## src/rtl/serial_tx_scheduler.sv

```systemverilog
// Serial word scheduler: after a run of COM sync words it streams accepted
// bytes MSB-first, filling any slot without a byte with COM.
module serial_tx_scheduler #(
    parameter logic [7:0]  COM        = 8'hBC,
    parameter int unsigned SYNC_WORDS = 4
) (
    input  logic       clk16f,
    input  logic       reset_L,
    input  logic       enable,
    input  logic [7:0] data_in,
    input  logic       valid_in,
    output logic       ready_out,
    output logic       data_out,
    output logic       active,
    output logic       slot_start
);

    localparam logic [1:0] ST_IDLE   = 2'd0;
    localparam logic [1:0] ST_SYNC   = 2'd1;
    localparam logic [1:0] ST_ACTIVE = 2'd2;
    localparam logic [3:0] SYNC_LAST = 4'(SYNC_WORDS - 1);

    logic [1:0] state_q,    state_d;
    logic [2:0] bit_cnt_q,  bit_cnt_d;
    logic [3:0] sync_cnt_q, sync_cnt_d;
    logic [7:0] shreg_q,    shreg_d;
    logic       data_out_q, data_out_d;
    logic       active_q,   active_d;
    logic       slot_q,     slot_d;
    logic       boundary_s;
    logic       ready_s;
    logic [7:0] load_word_s;

    assign boundary_s  = (bit_cnt_q == 3'd7);
    assign load_word_s = (ready_s && valid_in) ? data_in : COM;

    // Acceptance window: last bit of an ACTIVE slot or of the final SYNC slot.
    always_comb begin
        ready_s = 1'b0;
        if (boundary_s && enable) begin
            case (state_q)
                ST_ACTIVE: ready_s = 1'b1;
                ST_SYNC:   ready_s = (sync_cnt_q == SYNC_LAST);
                default:   ready_s = 1'b0;
            endcase
        end else begin
            ready_s = 1'b0;
        end
    end

    // Next-state: bit sequencing, word loading at slot boundaries, FSM moves.
    always_comb begin
        state_d    = state_q;
        bit_cnt_d  = bit_cnt_q;
        sync_cnt_d = sync_cnt_q;
        shreg_d    = shreg_q;
        data_out_d = data_out_q;
        case (state_q)
            ST_IDLE: begin
                bit_cnt_d  = 3'd0;
                sync_cnt_d = 4'd0;
                if (enable) begin
                    state_d    = ST_SYNC;
                    data_out_d = COM[7];
                    shreg_d    = {COM[6:0], 1'b0};
                end else begin
                    state_d    = ST_IDLE;
                    data_out_d = 1'b0;
                    shreg_d    = 8'h00;
                end
            end
            ST_SYNC, ST_ACTIVE: begin
                bit_cnt_d = bit_cnt_q + 3'd1;
                if (!boundary_s) begin
                    data_out_d = shreg_q[7];
                    shreg_d    = {shreg_q[6:0], 1'b0};
                end else if (!enable) begin
                    // The slot has fully drained; stop cleanly on the boundary.
                    state_d    = ST_IDLE;
                    sync_cnt_d = 4'd0;
                    shreg_d    = 8'h00;
                    data_out_d = 1'b0;
                end else begin
                    data_out_d = load_word_s[7];
                    shreg_d    = {load_word_s[6:0], 1'b0};
                    if (state_q == ST_SYNC) begin
                        sync_cnt_d = sync_cnt_q + 4'd1;
                        if (sync_cnt_q == SYNC_LAST) begin
                            state_d = ST_ACTIVE;
                        end else begin
                            state_d = ST_SYNC;
                        end
                    end else begin
                        state_d = ST_ACTIVE;
                    end
                end
            end
            default: begin
                state_d    = ST_IDLE;
                bit_cnt_d  = 3'd0;
                sync_cnt_d = 4'd0;
                shreg_d    = 8'h00;
                data_out_d = 1'b0;
            end
        endcase
    end

    // Status flags are decoded from next state so they register in step with it.
    always_comb begin
        active_d = (state_d == ST_ACTIVE);
        slot_d   = (state_d != ST_IDLE) && (bit_cnt_d == 3'd0);
    end

    // State and output registers with asynchronous reset.
    always_ff @(posedge clk16f or negedge reset_L) begin
        if (!reset_L) begin
            state_q    <= ST_IDLE;
            bit_cnt_q  <= 3'd0;
            sync_cnt_q <= 4'd0;
            shreg_q    <= 8'h00;
            data_out_q <= 1'b0;
            active_q   <= 1'b0;
            slot_q     <= 1'b0;
        end else begin
            state_q    <= state_d;
            bit_cnt_q  <= bit_cnt_d;
            sync_cnt_q <= sync_cnt_d;
            shreg_q    <= shreg_d;
            data_out_q <= data_out_d;
            active_q   <= active_d;
            slot_q     <= slot_d;
        end
    end

    assign ready_out  = ready_s;
    assign data_out   = data_out_q;
    assign active     = active_q;
    assign slot_start = slot_q;

endmodule

```

## config.mk

```make
export PLATFORM = sky130hd
export DESIGN_NAME = serial_tx_scheduler
export DESIGN_NICKNAME = d
export VERILOG_FILES = /design/src/rtl/serial_tx_scheduler.sv
export SDC_FILE = /design/constraint.sdc
export NUM_CORES = 1
export LEC_CHECK = 0
export ABC_AREA = 1
export CORE_MARGIN = 1.5
export CORE_UTILIZATION = 43
export DETAILED_ROUTE_END_ITERATION = 10
export GPL_ROUTABILITY_DRIVEN = 0
export GPL_TIMING_DRIVEN = 0
export PLACE_DENSITY = 0.65
export SYNTH_ARGS = -nofsm -noshare
export SYNTH_HDL_FRONTEND = slang
export SYNTH_SLANG_ARGS = --single-unit
```

## constraint.sdc

```tcl
create_clock -name clk16f -period 3.58 [get_ports clk16f]
set_clock_uncertainty 0.05 [all_clocks]
set_input_delay 0.358 -clock clk16f [delete_from_list [all_inputs] [get_ports clk16f]]
set_output_delay 0.358 -clock clk16f [all_outputs]
set_load 0.02 [all_outputs]
```

After elaboration in Yosys (flattened, before gate mapping). Index checks and enable logic that the tools add are counted.

Input port bits: 12. Logic and storage cells: 46. Bits in registers: 20.

Add/subtract/negate cells: 2. Reductions and logical operators: 8. Mux-type cells: 22. Eq/ne operators: 7.

Operators by type and width (number): $mux W8 (3); $mux W4 (4); $pmux W8 S2 (1); $mux W2 (4); $mux W7 (1); $mux W1 (5); $add A4 B1 Y4 const B (1); $eq A2 B2 Y1 const B (2); $eq A4 B2 Y1 const B (1); $pmux W1 S2 (2); $pmux W2 S2 (1); $add A3 B1 Y3 const B (1); $eq A3 B3 Y1 const B (1); $logic_and A1 B1 Y1 (3); $logic_not A3 Y1 (1); $mux W3 (1); $ne A3 B3 Y1 const B (1); $eq A2 B1 Y1 const B (1); $logic_not A2 Y1 (1); $ne A2 B2 Y1 const B (1); $reduce_and A2 Y1 (1); $reduce_bool A2 Y1 (1); $reduce_or A2 Y1 (1).

Longest topological paths before layout. Gate-level depths: netlist (run 1).

Depth after elaboration: 8. Depth in mapped cells: 10. Gate-level depth less buffers: 10.

Least setup slack after synthesis (run 1). OpenSTA, ideal clock, no wires.

Path kind: reg-to-output. Start point: register state_q[1]. End point: output ready_out. Arrival time: 1132 ps. Slack: 2040 ps. Buffers on the path: 0. Stages on the path, launching flop included: 7. Cell sequence: dfrtp_1 > inv_1 > ha_1 > nand3_1 > nand2_2 > nand2_2 > nor2_4.

Word-level cells in the longest chain between the ends: 3. Elaborated cells between the ends (all ways): 4. Those cells by class: eq/ne: 2; mux: 2.

RTL lines: start, declared (RTL line 23) `logic [1:0] state_q, state_d;`; start signal, assigned (RTL line 125) `state_q <= state_d;`; $eq A2 B1 Y1 or $eq A2 B2 Y1 (tied branches) (RTL line 41) `case (state_q)`; $pmux W1 S2 (*) (RTL line 41); $mux W1 (*) (RTL line 40) `if (boundary_s && enable) begin`; end, declared (RTL line 12) `output logic ready_out,`.

Every way passes the cells marked *; elsewhere a longest branch is shown, timed or not.

Worst setup path after layout (run 1). Same ends and word-level chain as after synthesis.

==> results of run 1 <==
worst max-delay path by stage:
stage | slack [ps] | cells after the start | endpoint
after floorplan | 2040 | 6 | ready_out
after global placement | 1350 | 4 | ready_out
after detailed placement | 1340 | 7 | ready_out
after CTS | 1000 | 7 | ready_out
after global routing | 860 | 7 | ready_out
final | 1000 | 7 | ready_out
per-layer routing:
metal	vias to the layer above	wire length [um]	GRT usage
li1	432	-	-
met1	392	923	0.224
met2	18	971	0.285
met3	5	65	0.0371
met4	0	39	0.0769
met5	-	0	0
state kept, by name, summed over array words and instances, names as in the netlist:
signal	flops
active	1
bit_cnt_q	3
slot_start	1
sync_cnt_q	4
state_q	2
data_out	1
shreg_q	7
cell type report:
cell class                 instances  area (um2)
clock buffer                       3        22.5
fill                             238        1000
tap                               28        35.0
sequential                        19         475
inverter                          22        82.6
multi-input combinational         84         487
buffer                             1        5.00
clock inverter                     1        5.00
timing repair buffer              14         140
placed cells by master, fill, tap and decap left out:
master | netlist | routed
o22ai_1 | 2 | 2
nand4_1 | 5 | 5
nand2_4 | 1 | 1
nand2_1 | 39 | 39
ha_1 | 7 | 7
nand3_2 | 1 | 1
inv_2 | 1 | 1
o211ai_1 | 1 | 1
dfrtp_1 | 19 | 19
clkdlybuf4s50_1 | 0 | 14
a31oi_1 | 1 | 1
xnor2_1 | 1 | 1
nor2_1 | 4 | 4
a21oi_1 | 3 | 3
clkbuf_4 | 0 | 3
xor2_1 | 1 | 1
inv_1 | 21 | 21
nor2_8 | 1 | 1
nand2_2 | 3 | 3
clkinv_2 | 0 | 1
a21oi_2 | 2 | 2
nand3_1 | 6 | 6
buf_2 | 1 | 1
nor2_4 | 1 | 1
o21ai_0 | 2 | 2
nor2_2 | 3 | 3
cell families (layout without fill, tap and decap cells):
| family | count (synthesis) | after routing |
|---|---|---|
| and+or+nand+nor | 64 | 64 |
| adders and majority gates | 7 | 7 |
| DFF | 19 | 19 |
| buffers and inverters | 23 | 41 |
| AOI/OAI and AO/OA | 11 | 11 |
| xor gates and xnor gates | 2 | 2 |
power groups by stage:
stage                     registers [uW]  clock network (uW)  logic (uW)
after global routing                 293                 123         285
after global placement               288                   0         247
final                                286                 114         247
after detailed placement             291                   0         250
after floorplan                      299                   0         165
after CTS                            287                 114         251
worst max-delay path, cell delays in order (launching register included):
cell and delay (ps):
dfrtp_1 440, inv_1 100, ha_1 260, nand3_1 120, nand2_2 130, nand2_2 80
nor2_4 120, clkdlybuf4s50_1 620
stage by stage:
| stage | setup WS, ps | util | std cells |
|---|---|---|---|
| after floorplan | 2040 | - | 126 |
| after global routing | 863 | 0.555 | 172 |
| final | 1000 | 0.555 | 172 |
| after detailed placement | 1340 | 0.543 | 168 |
| after CTS | 998 | 0.555 | 172 |
| after global placement | 1350 | 0.543 | 168 |
==> impl_metrics.py, run 1 <==
metrics = {
    "outcome": {
        "status": "finished clean",
    },
    "grt": {
        "largest_net_degree_at_the_start_of_global_routing": 20,
        "antenna_found_initial": 0,
        "grt.overflow.total": 0,
        "grtUsageTotal": 0.176,
        "wire_length_of_the_first_global_routing_pass_mm": 3.46,
        "grt_pass1_vias": 794,
    },
    "floorplanning": {
        "die_ht_um": 52.4,
        "die_w_um": 52.4,
        "std_cell_rows": 17,
        "core_area_um2": 2250,
        "io_pins": 16,
        "effective_utilization_at_floorplan": 0.466,
        "design.die.area_um2": 2750,
    },
    "hold_path": {
        "timing.hold.worst.class": "in -> reg",
        "min_delay_worst_endpoint": "shreg_q[2]$_DFF_PN0_",
        "hold_path_startpoint": "valid_in",
        "holdPathStages": 3,
    },
    "power": {
        "power.net_switching_uw": 249,
        "vdd_ir_drop_max_mv": 0.387,
        "switching_fraction": 0.385,
        "power.share.sequential": 0.442,
        "relative_contribution_of_combinational_cells_to_total_power": 0.382,
        "static-leakage-power_uw": 0.000670,
        "power_uw": 647,
        "cellInternalPower_uw": 398,
        "clock_power_share": 0.176,
        "power_per_cell_area_nw_per_um2": 517,
    },
    "sta": {
        "timing.setup.tns_ps": 0,
        "rsz0062_at_grt": "no",
        "worst_hold_slack_ps": 301,
        "slew_viol_final": 0,
        "timing_worst_slew_pin_value_ps": 844,
        "achievable-frequency_mhz": 388,
        "finalWorstPathRequiredPeriod_ps": 2580,
        "setup_viol": 0,
        "hold_viol": 0,
        "fin_crit_sh": 0.720,
        "slew_headroom": 0.436,
    },
    "worst_setup_path": {
        "r2r_start": "state_q[0]$_DFF_PN0_",
        "critPathKind": "reg -> out",
        "rr_worst_depth": 6,
        "cp-startpoint": "state_q[1]$_DFF_PN0_",
        "critPathArrivalTime_ps": 2170,
        "worst-endpoint-required_ps": 3170,
        "r2r_end": "sync_cnt_q[1]$_DFFE_PN0P_",
        "cp-end-kind": "output pin",
        "setup.worst_path.start_class": "register",
        "worst-path-max-fanout": 6,
        "worst-r2r-setup-slack_ps": 1820,
    },
    "layout": {
        "layout.cell_area.non_filler_um2": 1250,
        "nets": 164,
        "drive_above_1_share": 0.125,
        "synthToLayoutAreaGrowth_pct": 19.3,
        "n_antenna_cell": 0,
    },
    "route": {
        "post_drt_via_cell_ratio": 4.92,
        "drt_wl_total_mm": 2.00,
        "antenna_left": 0,
        "route.detailed.wl_per_inst_um": 11.6,
        "drt_drc_violations_left": 0,
        "drt_pass1_iterations": 4,
        "dr.first_iter.drc_count": 23,
        "route.vias.total": 847,
    },
    "clock_network": {
        "cts_setup_buffers": 0,
        "numClockSinks": 19,
        "postCtsResizedCells": 0,
        "h_tree_depth": 1,
        "clock-root-buffer": "clkbuf_4",
        "clock_slew_seen_by_the_registers_of_the_worst_setup_and_hold_paths_ps": 120,
        "clockBufferDepth": 2,
        "cts_made_buffers": 3,
        "clock_tree_from_tritoncts": "yes",
        "hold_buffers": 0,
        "clock_insertion_delay_worst_skew_ps": 310,
    },
    "synthesis": {
        "synth-main-ff-cell": "dfrtp_1",
        "synth_cell_types": 23,
        "yosysMostFrequentCell": "nand2_1",
        "number_of_enable_flip_flop_cells_after_synthesis": 0,
        "compound_gate_fraction_of_synth_area": 0.0656,
        "synth-xor-area-share": 0.0167,
        "syn_area_um2": 1050,
        "muxShareOfSynthArea": 0,
        "post_synth_most_frequent_cells": "nand2_1 (39), inv_1 (21), dfrtp_1 (19)",
        "synth_top_family_by_area": "simple AND/OR/NAND/NOR gates",
        "synth_simple_gate_area_frac": 0.298,
        "synth.area.top_cells": "dfrtp_1 (45%), nand2_1 (14%), ha_1 (8.3%), inv_1 (7.5%), nand4_1 (3.0%)",
        "synth.largest_area_cell": "dfrtp_1",
        "share_of_the_synthesized_area_in_the_top_cell_type": 0.453,
        "yosysWarningCount": 0,
        "postSynthRegisterBits": 19,
        "syn_nets": 145,
        "syn-mean-instance-area_um2": 8.33,
        "arithmetic_cell_share_of_the_synthesized_area_counting_full_adders_half_adders_and_majority_gates": 0.0834,
        "syn_inst": 126,
        "asr_flop_ratio_synth": 1.00,
        "synth-seq-area-share": 0.453,
    },
    "job": {
        "maxCapViolCount": 0,
    },
    "place": {
        "post_dp_cell_area_um2": 1220,
        "port_buffers": 14,
        "dpl.hpwl_mm": 1.52,
    },
}
No activity file was read; power rests on OpenSTA's default activity.
==> run 2, diff against run 1 <==
- clock period: 3.58 -> 2.5 ns (I/O delays scaled with it)
==> impl_metrics.py, run 2 (synthesized netlist as in run 1, its figures left out) <==
metrics = {
    "sta": {
        "slew_viol_final": 0,
        "timing.setup.tns_ps": 0,
        "final_critical_path_setup_slack_ps": 452,
        "slew_headroom": 0.433,
        "worst_hold_slack_ps": 196,
        "finalWorstPathRequiredPeriod_ps": 2050,
        "setup_viol": 0,
        "fin_crit_sh": 0.819,
        "hold_viol": 0,
        "timing_worst_slew_pin_value_ps": 848,
        "rsz0062_at_grt": "no",
        "achievable-frequency_mhz": 488,
    },
    "floorplanning": {
        "die_ht_um": 52.4,
        "design.die.area_um2": 2750,
        "io_pins": 16,
        "effective_utilization_at_floorplan": 0.466,
        "core_area_um2": 2250,
        "std_cell_rows": 17,
        "die_w_um": 52.4,
    },
    "route": {
        "route.detailed.wl_per_inst_um": 11.7,
        "antenna_left": 0,
        "route.vias.total": 849,
        "drt_wl_total_mm": 2.01,
        "drt_pass1_iterations": 4,
        "drt_drc_violations_left": 0,
        "post_drt_via_cell_ratio": 4.94,
        "dr.first_iter.drc_count": 18,
    },
    "grt": {
        "antenna_found_initial": 0,
        "grtUsageTotal": 0.176,
        "grt.overflow.total": 0,
        "wire_length_of_the_first_global_routing_pass_mm": 3.46,
        "grt_pass1_vias": 794,
        "largest_net_degree_at_the_start_of_global_routing": 20,
    },
    "clock_network": {
        "clock_tree_from_tritoncts": "yes",
        "clock-root-buffer": "clkbuf_4",
        "cts_made_buffers": 3,
        "hold_buffers": 0,
        "clock_insertion_delay_worst_skew_ps": 300,
        "clock_slew_seen_by_the_registers_of_the_worst_setup_and_hold_paths_ps": 120,
        "numClockSinks": 19,
        "h_tree_depth": 1,
        "clockBufferDepth": 2,
    },
    "worst_setup_path": {
        "worst-endpoint-required_ps": 2200,
        "r2r_end": "sync_cnt_q[1]$_DFFE_PN0P_",
        "critPathKind": "reg -> out",
        "worst-path-max-fanout": 6,
        "crit_path_frequent_cell": "nand2_2",
        "path_cells": "inv_1 > ha_2 > nand3_1 > nand2_2 > nand2_2 > nor2_4 > dlymetal6s2s_1",
        "timing.critical_path.slowest_cell_delay_ps": 440,
        "cp-end-kind": "output pin",
        "slowest_stage": "dfrtp_1",
        "worst-r2r-setup-slack_ps": 720,
        "critPathArrivalTime_ps": 1750,
        "r2r_start": "state_q[0]$_DFF_PN0_",
        "setup.worst_path.start_class": "register",
        "rr_worst_depth": 6,
    },
    "layout": {
        "drive_above_1_share": 0.132,
        "mostFrequentLayoutCell": "nand2_1",
        "synthToLayoutAreaGrowth_pct": 19.8,
        "layout_common_cells": "nand2_1 (39), inv_1 (21), dfrtp_1 (19)",
        "largest_register_ffs": 7,
        "nets": 164,
        "layout_top_registers": "shreg_q (7), sync_cnt_q (4), bit_cnt_q (3)",
        "multi_input_area_um2": 489,
        "filler_cell_count": 237,
        "n_antenna_cell": 0,
        "regMostFlops": "shreg_q",
        "final-seq-area_um2": 475,
    },
    "outcome": {
        "status": "finished clean",
    },
    "place": {
        "port_buffers": 14,
        "pre_cts_slack_ps": 372,
        "dpl.hpwl_mm": 1.52,
    },
    "power": {
        "vdd_ir_drop_max_mv": 0.555,
        "power_per_cell_area_nw_per_um2": 740,
        "power_uw": 930,
        "static-leakage-power_uw": 0.000687,
    },
    "job": {
        "maxCapViolCount": 0,
    },
    "hold_path": {
        "min_delay_worst_endpoint": "shreg_q[2]$_DFF_PN0_",
        "holdPathStages": 3,
        "hold_path_startpoint": "valid_in",
        "timing.hold.worst.class": "in -> reg",
    },
}
## run 2: repair_timing
item	4_1_cts	5_1_grt
setup buffers	0	0
resized for setup	0	2
setup endpoints to repair	0	1
## run 2: through the flow
stage / std cells / util / cell area [um2]
3_5_place_dp: 168 / 0.543 / 1220
4_1_cts: 172 / 0.555 / 1250
5_1_grt: 172 / 0.558 / 1260
3_3_place_gp: 168 / 0.543 / 1220
2_1_floorplan: 126 / - / 1050
6_report: 172 / 0.558 / 1260
## run 2: cell type report
type,instances,share of cell area
Buffer,1,0.00398
Clock buffer,3,0.0179
Clock inverter,1,0.00398
Inverter,22,0.0657
Multi-Input combinational cell,84,0.389
Sequential cell,19,0.378
Tap cell,28,0.0279
Timing Repair Buffer,14,0.113
## run 2: worst max path at each step
| stage | startpoint | end |
|---|---|---|
| after global placement | state_q[1]$_DFF_PN0_ | ready_out |
| final | state_q[1]$_DFF_PN0_ | ready_out |
| after global routing | state_q[1]$_DFF_PN0_ | ready_out |
| after detailed placement | state_q[1]$_DFF_PN0_ | ready_out |
| after floorplan | state_q[0]$_DFF_PN0_ | sync_cnt_q[1]$_DFFE_PN0P_ |
| after CTS | state_q[1]$_DFF_PN0_ | ready_out |
## run 2: critical path: cells and delay by family (launching register included)
kind,cells,cell delay [ps]
DFF,1,440
and+or+nand+nor,4,430
adders and majority gates,1,240
buffers and inverters,2,340
## run 2: power by group
part	switching, uW	internal (uW)	leakage [uW]
registers	29.8	380	0.000252
clock network	103	59.7	0.0000177
logic	226	132	0.000418
total	358	572	0.000687
## run 2: routing by layer
metal | share of wire | global-route usage | vias up | wire (um)
met1 | 0.46 | 0.224 | 396 | 934
li1 | - | - | 433 | -
met4 | 0.019 | 0.0769 | 0 | 39
met5 | 0 | 0 | - | 0
met2 | 0.49 | 0.285 | 15 | 977
met3 | 0.031 | 0.0371 | 5 | 63
